<file path="src/rtl/spmv_result_drain_pkg.sv">
// rtl/spmv_result_drain_pkg.sv - shared widths, FSM encoding and word-count clamp for the result drain
package spmv_result_drain_pkg;

  localparam int ADDR_W     = 5;
  localparam int DEPTH      = 32;
  localparam int DATA_W     = 256;
  localparam int BEAT_W     = 32;
  localparam int BEATS      = DATA_W / BEAT_W;
  localparam int BEAT_IDX_W = $clog2(BEATS);
  localparam int CNT_W      = ADDR_W + 1;

  typedef enum logic [2:0] {
    ST_IDLE,
    ST_RD,
    ST_CAP,
    ST_SEND,
    ST_FIN
  } state_t;

  // Requests beyond the SRAM size drain the whole SRAM once.
  function automatic logic [CNT_W-1:0] clamp_words(input logic [CNT_W-1:0] w);
    return (w > CNT_W'(DEPTH)) ? CNT_W'(DEPTH) : w;
  endfunction

endpackage

</file>
<file path="src/rtl/spmv_result_drain_beat_serializer.sv">
// rtl/spmv_result_drain_beat_serializer.sv - splits one SRAM word into valid/ready beats, lowest slice first
module spmv_result_drain_beat_serializer
  import spmv_result_drain_pkg::*;
(
  input  logic              i_clk,
  input  logic              i_rst,
  input  logic              i_load,
  input  logic [DATA_W-1:0] i_word,
  input  logic              i_last_word,
  input  logic              i_tready,
  output logic [BEAT_W-1:0] o_tdata,
  output logic              o_tvalid,
  output logic              o_tlast,
  output logic              o_done_word
);

  logic [DATA_W-1:0]     buffer;
  logic [BEAT_IDX_W-1:0] beat_idx;
  logic                  handshake;
  logic                  at_last_beat;

  assign handshake    = o_tvalid & i_tready;
  assign at_last_beat = (beat_idx == BEAT_IDX_W'(BEATS - 1));
  assign o_tdata      = buffer[beat_idx*BEAT_W +: BEAT_W];
  assign o_tlast      = o_tvalid & at_last_beat & i_last_word;
  assign o_done_word  = handshake & at_last_beat;

  always_ff @(posedge i_clk or posedge i_rst) begin
    if (i_rst) begin
      buffer   <= '0;
      beat_idx <= '0;
      o_tvalid <= 1'b0;
    end else if (i_load) begin
      buffer   <= i_word;
      beat_idx <= '0;
      o_tvalid <= 1'b1;
    end else if (handshake) begin
      beat_idx <= beat_idx + BEAT_IDX_W'(1);
      if (at_last_beat) o_tvalid <= 1'b0;
    end
  end

endmodule

</file>
<file path="src/rtl/spmv_result_drain.sv">
// rtl/spmv_result_drain.sv - drains SpMV result words from SRAM B to the host as 32-bit stream beats
module spmv_result_drain
  import spmv_result_drain_pkg::*;
(
  input  logic              i_clk,
  input  logic              i_rst,
  input  logic              i_start,
  input  logic [CNT_W-1:0]  i_num_words,
  output logic              o_rd_en,
  output logic [ADDR_W-1:0] o_rd_addr,
  input  logic [DATA_W-1:0] i_rd_data,
  output logic [BEAT_W-1:0] o_tdata,
  output logic              o_tvalid,
  input  logic              i_tready,
  output logic              o_tlast,
  output logic              o_busy,
  output logic              o_done,
  output logic              o_overrun
);

  state_t           state;
  logic [CNT_W-1:0] word_idx;
  logic [CNT_W-1:0] last_idx;
  logic [CNT_W-1:0] n_clamped;
  logic             last_word;
  logic             done_word;

  assign n_clamped = clamp_words(i_num_words);
  assign last_word = (word_idx == last_idx);

  spmv_result_drain_beat_serializer u_serializer (
    .i_clk       (i_clk),
    .i_rst       (i_rst),
    .i_load      (state == ST_CAP),
    .i_word      (i_rd_data),
    .i_last_word (last_word),
    .i_tready    (i_tready),
    .o_tdata     (o_tdata),
    .o_tvalid    (o_tvalid),
    .o_tlast     (o_tlast),
    .o_done_word (done_word)
  );

  // Strobes are set on the transition into their state so they line up with it.
  always_ff @(posedge i_clk or posedge i_rst) begin
    if (i_rst) begin
      state     <= ST_IDLE;
      word_idx  <= '0;
      last_idx  <= '0;
      o_rd_en   <= 1'b0;
      o_rd_addr <= '0;
      o_busy    <= 1'b0;
      o_done    <= 1'b0;
      o_overrun <= 1'b0;
    end else begin
      o_rd_en <= 1'b0;
      o_done  <= 1'b0;
      if (i_start && state != ST_IDLE) o_overrun <= 1'b1;
      case (state)
        ST_IDLE: begin
          if (i_start) begin
            o_overrun <= 1'b0;
            word_idx  <= '0;
            o_busy    <= 1'b1;
            if (n_clamped == '0) begin
              state  <= ST_FIN;
              o_done <= 1'b1;
            end else begin
              last_idx  <= n_clamped - CNT_W'(1);
              state     <= ST_RD;
              o_rd_en   <= 1'b1;
              o_rd_addr <= '0;
            end
          end
        end
        ST_RD:  state <= ST_CAP;
        ST_CAP: state <= ST_SEND;
        ST_SEND: begin
          if (done_word) begin
            if (last_word) begin
              state  <= ST_FIN;
              o_done <= 1'b1;
            end else begin
              word_idx  <= word_idx + CNT_W'(1);
              o_rd_addr <= word_idx[ADDR_W-1:0] + ADDR_W'(1);
              o_rd_en   <= 1'b1;
              state     <= ST_RD;
            end
          end
        end
        ST_FIN: begin
          state  <= ST_IDLE;
          o_busy <= 1'b0;
        end
        default: state <= ST_IDLE;
      endcase
    end
  end

endmodule

</file>
<file path="config.mk">
export PLATFORM = sky130hd
export DESIGN_NAME = spmv_result_drain
export DESIGN_NICKNAME = d
export VERILOG_FILES = /design/src/rtl/spmv_result_drain_pkg.sv /design/src/rtl/spmv_result_drain_beat_serializer.sv /design/src/rtl/spmv_result_drain.sv
export SDC_FILE = /design/constraint.sdc
export NUM_CORES = 1
export LEC_CHECK = 0
export BUFFER_PORTS_ARGS = -buffer_cell sky130_fd_sc_hd__buf_2
export CAP_MARGIN = 10
export CORE_AREA = 3 3 196 198
export DETAILED_ROUTE_END_ITERATION = 12
export DIE_AREA = 0 0 199 201
export PLACE_DENSITY_LB_ADDON = 0.2
export SLEW_MARGIN = 5
export SYNTH_ARGS = -nofsm -noshare
export SYNTH_HDL_FRONTEND = slang
export SYNTH_SLANG_ARGS = --single-unit
</file>
<file path="constraint.sdc">
create_clock -name i_clk -period 11.9 [get_ports i_clk]
set_input_delay 1.19 -clock i_clk [delete_from_list [all_inputs] [get_ports i_clk]]
set_output_delay 1.19 -clock i_clk [all_outputs]
set_load 0.005 [all_outputs]
</file>
==> results of run 1 <==
==> logic make-up after synthesis <==
group	after synthesis
and+or+nand+nor	57
DFF	284
adders and majority gates	5
xor gates and xnor gates	12
buffers and inverters	57
AOI/OAI and AO/OA	31
muxes	357
==> cell type report <==
class | count | area (µm²) | area share, %
clock inverters | 7 | 120.1 | 0.7528
clock buffers | 55 | 1064 | 6.666
diodes | 7 | 17.52 | 0.1098
well taps | 468 | 585.6 | 3.670
inverters | 5 | 26.28 | 0.1647
multi-input cells | 462 | 5420 | 33.97
repair buffers | 315 | 1607 | 10.07
flip-flops and latches | 284 | 7116 | 44.60
==> registers in the layout, summed over array words and instances, names as in the netlist, named ones only <==
register and cells:
last_idx 6, o_busy 1, o_done 1, o_rd_addr 5
o_rd_en 1, state 3, u_serializer.beat_idx 3, u_serializer.buffer 256
u_serializer.o_tvalid 1, word_idx 6
==> metal layers <==
layer	wire [µm]	track usage (%)
met1	13740	20.53
met2	14840	25.17
met3	2480	5.824
met4	545	3.891
met5	123	0
==> placed cells by master, fill, tap and decap left out, types with 2 or more instances in the layout <==
| cell | netlist | layout |
|---|---|---|
| nor2_1 | 12 | 12 |
| clkbuf_1 | 16 | 11 |
| a21oi_1 | 7 | 7 |
| nand3_1 | 11 | 11 |
| mux2_2 | 291 | 291 |
| bufinv_16 | 0 | 3 |
| nor2b_1 | 2 | 2 |
| xor2_1 | 8 | 8 |
| diode_2 | 0 | 7 |
| mux4_2 | 64 | 64 |
| clkbuf_8 | 0 | 7 |
| inv_1 | 5 | 4 |
| o32ai_1 | 2 | 2 |
| buf_4 | 1 | 6 |
| mux2i_1 | 2 | 2 |
| o21ai_0 | 10 | 10 |
| dfrtp_1 | 284 | 281 |
| dfrtp_4 | 0 | 2 |
| nor3_1 | 3 | 3 |
| buf_2 | 32 | 308 |
| clkbuf_16 | 0 | 37 |
| inv_6 | 0 | 2 |
| xnor2_1 | 4 | 4 |
| ha_1 | 5 | 5 |
| nand2b_1 | 3 | 3 |
| nand2_1 | 16 | 16 |
| o22ai_1 | 2 | 2 |
==> critical path: stages, from the launching register on <==
cell	delay, ns
dfrtp_4	0.65
buf_4	0.76
mux4_2	0.60
mux2_2	0.28
buf_2	0.13
==> per-stage QoR <==
stage | power (mW) | util (%) | area (µm²) | hold slack [ns] | instances
3_5_place_dp | 3.073 | 40.20 | 14750 | 0.4901 | 1534
6_report | 4.112 | 43.48 | 15960 | 0.4976 | 1603
2_1_floorplan | 2.644 | - | 12800 | 0.4692 | 803
4_1_cts | 4.189 | 43.43 | 15940 | 0.5030 | 1596
3_3_place_gp | 3.043 | 40.20 | 14750 | 0.4818 | 1534
5_1_grt | 4.385 | 43.44 | 15940 | 0.5084 | 1598
==> power breakdown <==
group	switching, mW	internal (mW)
combinational	0.439	0.889
sequential	0.296	1.40
clock	0.408	0.680
total	1.14	2.97
==> worst paths after layout <==
| kind | startpoint | to | cells after the start |
|---|---|---|---|
| worst max-delay path | u_serializer.beat_idx[0] | o_tdata[11] | 4 |
| worst min-delay path | o_rd_addr[0] | o_rd_addr[0] | 2 |
| worst max register to register | u_serializer.beat_idx[1] | o_rd_addr[4] | 7 |
| worst min register to register | o_rd_addr[0] | o_rd_addr[0] | 2 |
| max in group asynchronous | i_rst | u_serializer.buffer[150] | 4 |
| min in group asynchronous | i_rst | u_serializer.buffer[135] | 2 |
==> impl_table.tex, run 1 <==
\begin{tabular}{lr}
\hline
Metric & Value \\
\hline
\multicolumn{2}{l}{\textbf{Floorplan}} \\
\quad Core footprint & 36700 µm² \\
\quad Chip height & 201 µm \\
\quad Initial cell density of the core & between 30\% and 40\% \\
\quad Row count & 70 \\
\quad Area of the die & 40000 µm² \\
\quad Top-level port count & 309 \\
\quad DIE WIDTH & 199 µm \\
\multicolumn{2}{l}{\textbf{Synth}} \\
\quad Count of different cell masters after synthesis & 42 \\
\quad Multiplexer share of the synthesized area & 37.01\% \\
\quad Synthesized-area fraction occupied by and/or/nand/nor cells & approximately 2.4\% \\
\quad Top-area cell type share of the netlist area & a little under three fifths \\
\quad Main combinational cell family by area after synthesis & multiplexers \\
\quad Synthesis-stage register bit count & 284 \\
\quad Ys Warns & 0 \\
\quad Synth Area in XOR/XNOR & 0.8210\% \\
\quad Top post-synthesis cells by area & dfrtp\_1 (56\%), mux2\_2 (26\%), mux4\_2 (11\%) \\
\quad Top post-synthesis cells by count & mux2\_2 (291), dfrtp\_1 (284), mux4\_2 (64) \\
\quad Share of the yosys chip area belonging to registers & 55.52\% \\
\quad Async set-or-reset flop fraction in the synthesized netlist & between 90\% and 100\% \\
\quad Share of the synthesized area in compound gates (AO/OA/AOI/OAI) & 1.613\% \\
\quad Post-synth top area cell & dfrtp\_1 \\
\quad Top-count cell post-synth & mux2\_2 \\
\quad Net count after synthesis & approximately 1100 \\
\quad Adder-cell share of the synthesized area & 0.4887\% \\
\quad Avg Cell Area, Syn & 15.94 µm² \\
\quad Netlist Area Pre-Place & 12800 µm² \\
\quad Post-synth top flop & dfrtp\_1 \\
\quad Synthesized instance count & 803 \\
\quad Number of enable-type register cells in the synthesized netlist & 0 \\
\multicolumn{2}{l}{\textbf{Finish}} \\
\quad Proportion of layout cells with a drive suffix above 1 & 64.80\% \\
\quad Area added between synthesis and finish & 24.64\% \\
\quad Final net count & 1374 \\
\quad FILL cells & $\sim$3400 \\
\multicolumn{2}{l}{\textbf{Worst hold path}} \\
\quad Type of the worst min-delay path & register to register \\
\multicolumn{2}{l}{\textbf{GRT}} \\
\quad Remaining global-route overflow & 0 \\
\quad First-pass GRT wire length & 49.60 mm \\
\quad Number of antenna violations at the first check in global routing & 15 \\
\quad Pin count of the biggest net entering global routing & 199 \\
\quad Global router's overall resource usage & 15.79\% \\
\quad Via count of the first global-routing pass & 8626 \\
\multicolumn{2}{l}{\textbf{Drt}} \\
\quad First-iteration detailed-routing DRC count & 249 \\
\quad Post-detailed-route wirelength per cell & 19.79 µm \\
\quad Count of nets left with antenna violations after detail routing & 0 \\
\quad Detailed-route wire length & 31.73 mm \\
\quad Pre-Repair DR Iteration Count & 4 \\
\quad Total via count after detailed routing & 7946 \\
\quad DRC viols & 0 \\
\quad Via density per instance & 4.957 \\
\multicolumn{2}{l}{\textbf{Power}} \\
\quad Power density normalized to cell area & around 260 nW/µm² \\
\quad P\_leak & 7.289 nW \\
\quad Worst ir drop on vdd & about 0.17 mV \\
\multicolumn{2}{l}{\textbf{STA}} \\
\quad Fin crit share & 35.15\% \\
\quad Minimum period implied by the final worst setup slack & around 4.2 ns \\
\quad Total count of max-transition violations in the final report & 0 \\
\quad Worst relative slew slack & 9.378\% \\
\quad Final worst setup slack & 7.717 ns \\
\quad Fin. Hold Viols & 0 \\
\quad RSZ-0062 raised after global routing & no \\
\quad Maximum clock rate & 0.2391 GHz \\
\quad Setup Skew & between 0.009 and 0.01 ns \\
\quad Finish-stage setup viols & 0 \\
\quad Actual slew at the worst max-slew pin & 1.359 ns \\
\quad Summed negative setup slack over all endpoints & 0 ns \\
\multicolumn{2}{l}{\textbf{Clock tree}} \\
\quad Clock tree from TritonCTS & done \\
\quad Worst-Skew Late Latency & 0.50 ns \\
\quad Worst-path clk slew & 0.05 ns \\
\quad CTS resizes & 0 \\
\quad Clock tree root buffer cell & clkbuf\_16 \\
\quad CTS Buffer Depth & 3 \\
\quad Postcts setup bufs & 0 \\
\quad Number of sinks handled by clock tree synthesis & roughly 280 \\
\quad Total CTS buffers & 35 \\
\quad H-Tree Depth & 2 \\
\quad Hold buffer count at CTS & 0 \\
\multicolumn{2}{l}{\textbf{Placement}} \\
\quad Final estimated routing congestion in global placement & 0.7208 \\
\quad Port-buffer cells & 308 \\
\quad HPWL Detailed & 21.65 mm \\
\quad Worst slack at placement & approximately 8.1 ns \\
\multicolumn{2}{l}{\textbf{Setup path}} \\
\quad Largest fanout of any net on the critical path & 48 \\
\quad Kind of critical path & register to output pin \\
\quad Critical path arrival & 2.99 ns \\
\quad Nature of the critical path endpoint & output pin \\
\quad Data required time at the worst endpoint & approximately 11 ns \\
\quad Worst reg-to-reg setup slack & approximately 8.6 ns \\
\quad Critical path launch point type & register \\
\multicolumn{2}{l}{\textbf{Run}} \\
\quad Number of maximum-capacitance violations & 0 \\
\multicolumn{2}{l}{\textbf{Outcome}} \\
\quad Outcome & finished, final reports clean \\
\hline
\end{tabular}
Power figures use the tool's default switching activity.
==> run 2, diff against run 1 <==
==> constraint.sdc (replaced) <==
create_clock -name i_clk -period 3.7 [get_ports i_clk]
set_input_delay 0.37 -clock i_clk [delete_from_list [all_inputs] [get_ports i_clk]]
set_output_delay 0.37 -clock i_clk [all_outputs]
set_load 0.005 [all_outputs]
==> run 2 against run 1 <==
  * Count of clock-buffer cells in the layout rose by 2
  * Utilization up 0.16 points
  * Setup slack got worse by 7.0 ns
  * Clock power rose to 3.0 times the previous value
  * Non-clock buffer count up 9
  * Highest routed layer unchanged
==> impl_table.tex, run 2 (synthesized netlist as in run 1, its figures left out) <==
\begin{tabular}{lr}
\hline
Metric & Value \\
\hline
\multicolumn{2}{l}{\textbf{Clock tree}} \\
\quad Worst-path clk slew & 0.06 ns (about the same) \\
\quad H-Tree Depth & 2 (unchanged) \\
\quad CTS Buffer Depth & 3 (unchanged) \\
\quad Clock tree from TritonCTS & done \\
\quad Number of sinks handled by clock tree synthesis & 284 (unchanged) \\
\quad Clock tree root buffer cell & clkbuf\_16 \\
\quad Postcts setup bufs & 0 (unchanged) \\
\quad Hold buffer count at CTS & 0 (unchanged) \\
\quad Total CTS buffers & 34 (-2.9\%) \\
\quad Worst-Skew Late Latency & 0.51 ns (about the same) \\
\quad CTS resizes & 0 (unchanged) \\
\multicolumn{2}{l}{\textbf{STA}} \\
\quad Summed negative setup slack over all endpoints & 0 ns (unchanged) \\
\quad Maximum clock rate & 0.3342 GHz \\
\quad Minimum period implied by the final worst setup slack & 2.992 ns \\
\quad Minimum hold slack & 0.01940 ns (-0.4782 ns) \\
\quad Total count of max-transition violations in the final report & 0 (unchanged) \\
\quad Setup Skew & 0.01358 ns (+0.004223 ns) \\
\quad Fin. Hold Viols & 0 (unchanged) \\
\quad Actual slew at the worst max-slew pin & 0.8326 ns (-0.5267 ns) \\
\quad Finish-stage setup viols & 0 (unchanged) \\
\quad Worst relative slew slack & 44.38\% (+35 points) \\
\quad RSZ-0062 raised after global routing & no \\
\quad Fin crit share & just over 80\% \\
\multicolumn{2}{l}{\textbf{Finish}} \\
\quad Largest registers & u\_serializer.buffer: 256 flops, last\_idx: 6 flops, word\_idx: 6 flops \\
\quad Non-Filler Cell Area, Final & 16010 µm² (+0.37\%) \\
\quad Area added between synthesis and finish & 25.10\% \\
\quad Commonest non-fill, non-tap cell in the layout & buf\_2 \\
\quad FILL cells & 3417 (+0.65\%) \\
\quad Max FFs per register & 256 (unchanged) \\
\quad Top library cells by usage in the layout, fill and taps aside & buf\_2 (308), mux2\_2 (291), dfrtp\_1 (281) \\
\quad Proportion of layout cells with a drive suffix above 1 & 65.00\% (+0.19 points) \\
\quad Register name with the most flops & u\_serializer.buffer \\
\quad Final net count & 1382 (+0.58\%) \\
\quad Final Util & 43.64\% (+0.16 points) \\
\multicolumn{2}{l}{\textbf{Floorplan}} \\
\quad Core footprint & 36700 µm² (unchanged) \\
\quad Initial cell density of the core & 34.88\% (unchanged) \\
\quad Row count & 70 (unchanged) \\
\quad Chip height & 201 µm (unchanged) \\
\quad Area of the die & 40000 µm² (unchanged) \\
\quad Top-level port count & 309 (unchanged) \\
\quad DIE WIDTH & 199 µm (unchanged) \\
\multicolumn{2}{l}{\textbf{Power}} \\
\quad Tot Pwr & 13.05 mW (+220\%) \\
\quad Power density normalized to cell area & 815.0 nW/µm² (+220\%) \\
\quad Worst ir drop on vdd & 0.4288 mV (+150\%) \\
\quad P\_leak & 7.325 nW (+0.49\%) \\
\multicolumn{2}{l}{\textbf{Drt}} \\
\quad First-iteration detailed-routing DRC count & 285 (+14\%) \\
\quad Pre-Repair DR Iteration Count & 4 (unchanged) \\
\quad Count of nets left with antenna violations after detail routing & 0 (unchanged) \\
\quad DRC viols & 0 (unchanged) \\
\quad Post-detailed-route wirelength per cell & 19.74 µm (-0.24\%) \\
\quad Detailed-route wire length & 31.81 mm (+0.26\%) \\
\quad Via density per instance & 4.935 (-0.43\%) \\
\quad Total via count after detailed routing & 7951 (+0.063\%) \\
\multicolumn{2}{l}{\textbf{GRT}} \\
\quad Global router's overall resource usage & 16.09\% (+0.29 points) \\
\quad Pin count of the biggest net entering global routing & 112 (-44\%) \\
\quad First-pass GRT wire length & 50.23 mm (+1.3\%) \\
\quad Via count of the first global-routing pass & 8628 (+0.023\%) \\
\quad Number of antenna violations at the first check in global routing & 18 (+3) \\
\quad Remaining global-route overflow & 0 (unchanged) \\
\multicolumn{2}{l}{\textbf{Setup path}} \\
\quad Largest fanout of any net on the critical path & 28 (-42\%) \\
\quad Kind of critical path & register to output pin \\
\quad Worst reg-to-reg setup slack & 1.22 ns (-7.41 ns) \\
\quad Critical path arrival & 2.62 ns (-0.37 ns) \\
\quad Nature of the critical path endpoint & output pin \\
\quad Data required time at the worst endpoint & 3.33 ns (-7.38 ns) \\
\quad Critical path launch point type & register \\
\multicolumn{2}{l}{\textbf{Placement}} \\
\quad HPWL Detailed & 22.39 mm (+3.4\%) \\
\quad Port-buffer cells & 308 (unchanged) \\
\quad Placement-stage cell area & 14890 µm² (+0.94\%) \\
\quad Final estimated routing congestion in global placement & 0.7543 (+4.6\%) \\
\multicolumn{2}{l}{\textbf{Worst hold path}} \\
\quad Type of the worst min-delay path & input port to async pin \\
\multicolumn{2}{l}{\textbf{Run}} \\
\quad Number of maximum-capacitance violations & 0 (unchanged) \\
\multicolumn{2}{l}{\textbf{Outcome}} \\
\quad Outcome & finished, final reports clean \\
\hline
\end{tabular}
-- run 2: worst max-delay path, stage by stage (launching register included) --
cell and delay, ns:
dfrtp_4 0.77, buf_4 0.38, mux4_2 0.54, mux2_2 0.28
buf_2 0.13
-- run 2: layout make-up --
class | instances | area [µm²] | area share [%]
flip-flops and latches | 284 | 7116 | 44.43
multi-input cells | 462 | 5420 | 33.85
repair buffers | 324 | 1749 | 10.92
clock buffers | 57 | 1081 | 6.751
well taps | 468 | 585.6 | 3.657
clock inverters | 5 | 25.02 | 0.1563
inverters | 5 | 22.52 | 0.1406
diodes | 6 | 15.01 | 0.09376
-- run 2: final timing paths --
path / from / end / cells past startpoint
setup / recovery: u_serializer.beat_idx[1] / o_tdata[4] / 4
hold / removal: i_rst / u_serializer.buffer[196] / 2
setup reg to reg: u_serializer.beat_idx[1] / o_rd_addr[4] / 6
hold reg to reg: last_idx[4] / last_idx[4] / 2
max in group asynchronous: i_rst / u_serializer.buffer[84] / 3
min in group i_clk: i_rd_data[239] / u_serializer.buffer[239] / 2
-- run 2: routing by layer --
| metal | vias to the layer above | part of all wire (%) | track usage, % |
|---|---|---|---|
| met4 | 24 | 1.8 | 4.317 |
| met2 | 210 | 48 | 25.76 |
| met5 | - | 0.48 | 0 |
| met1 | 4035 | 42 | 20.75 |
| li1 | 3625 | - | - |
| met3 | 57 | 7.6 | 5.774 |
-- run 2: metrics by stage --
step | cells | setup slack, ns
global route | 1610 | 0.5464
CTS | 1605 | 0.5944
finish | 1611 | 0.7080
global placement | 1543 | 1.197
floorplan | 803 | -0.4333
detailed placement | 1543 | 1.161
-- run 2: power breakdown --
| part | internal [mW] | switching, mW |
|---|---|---|
| Combinational | 2.91 | 1.51 |
| Sequential | 4.51 | 0.867 |
| Clock | 1.99 | 1.27 |
| Total | 9.40 | 3.65 |
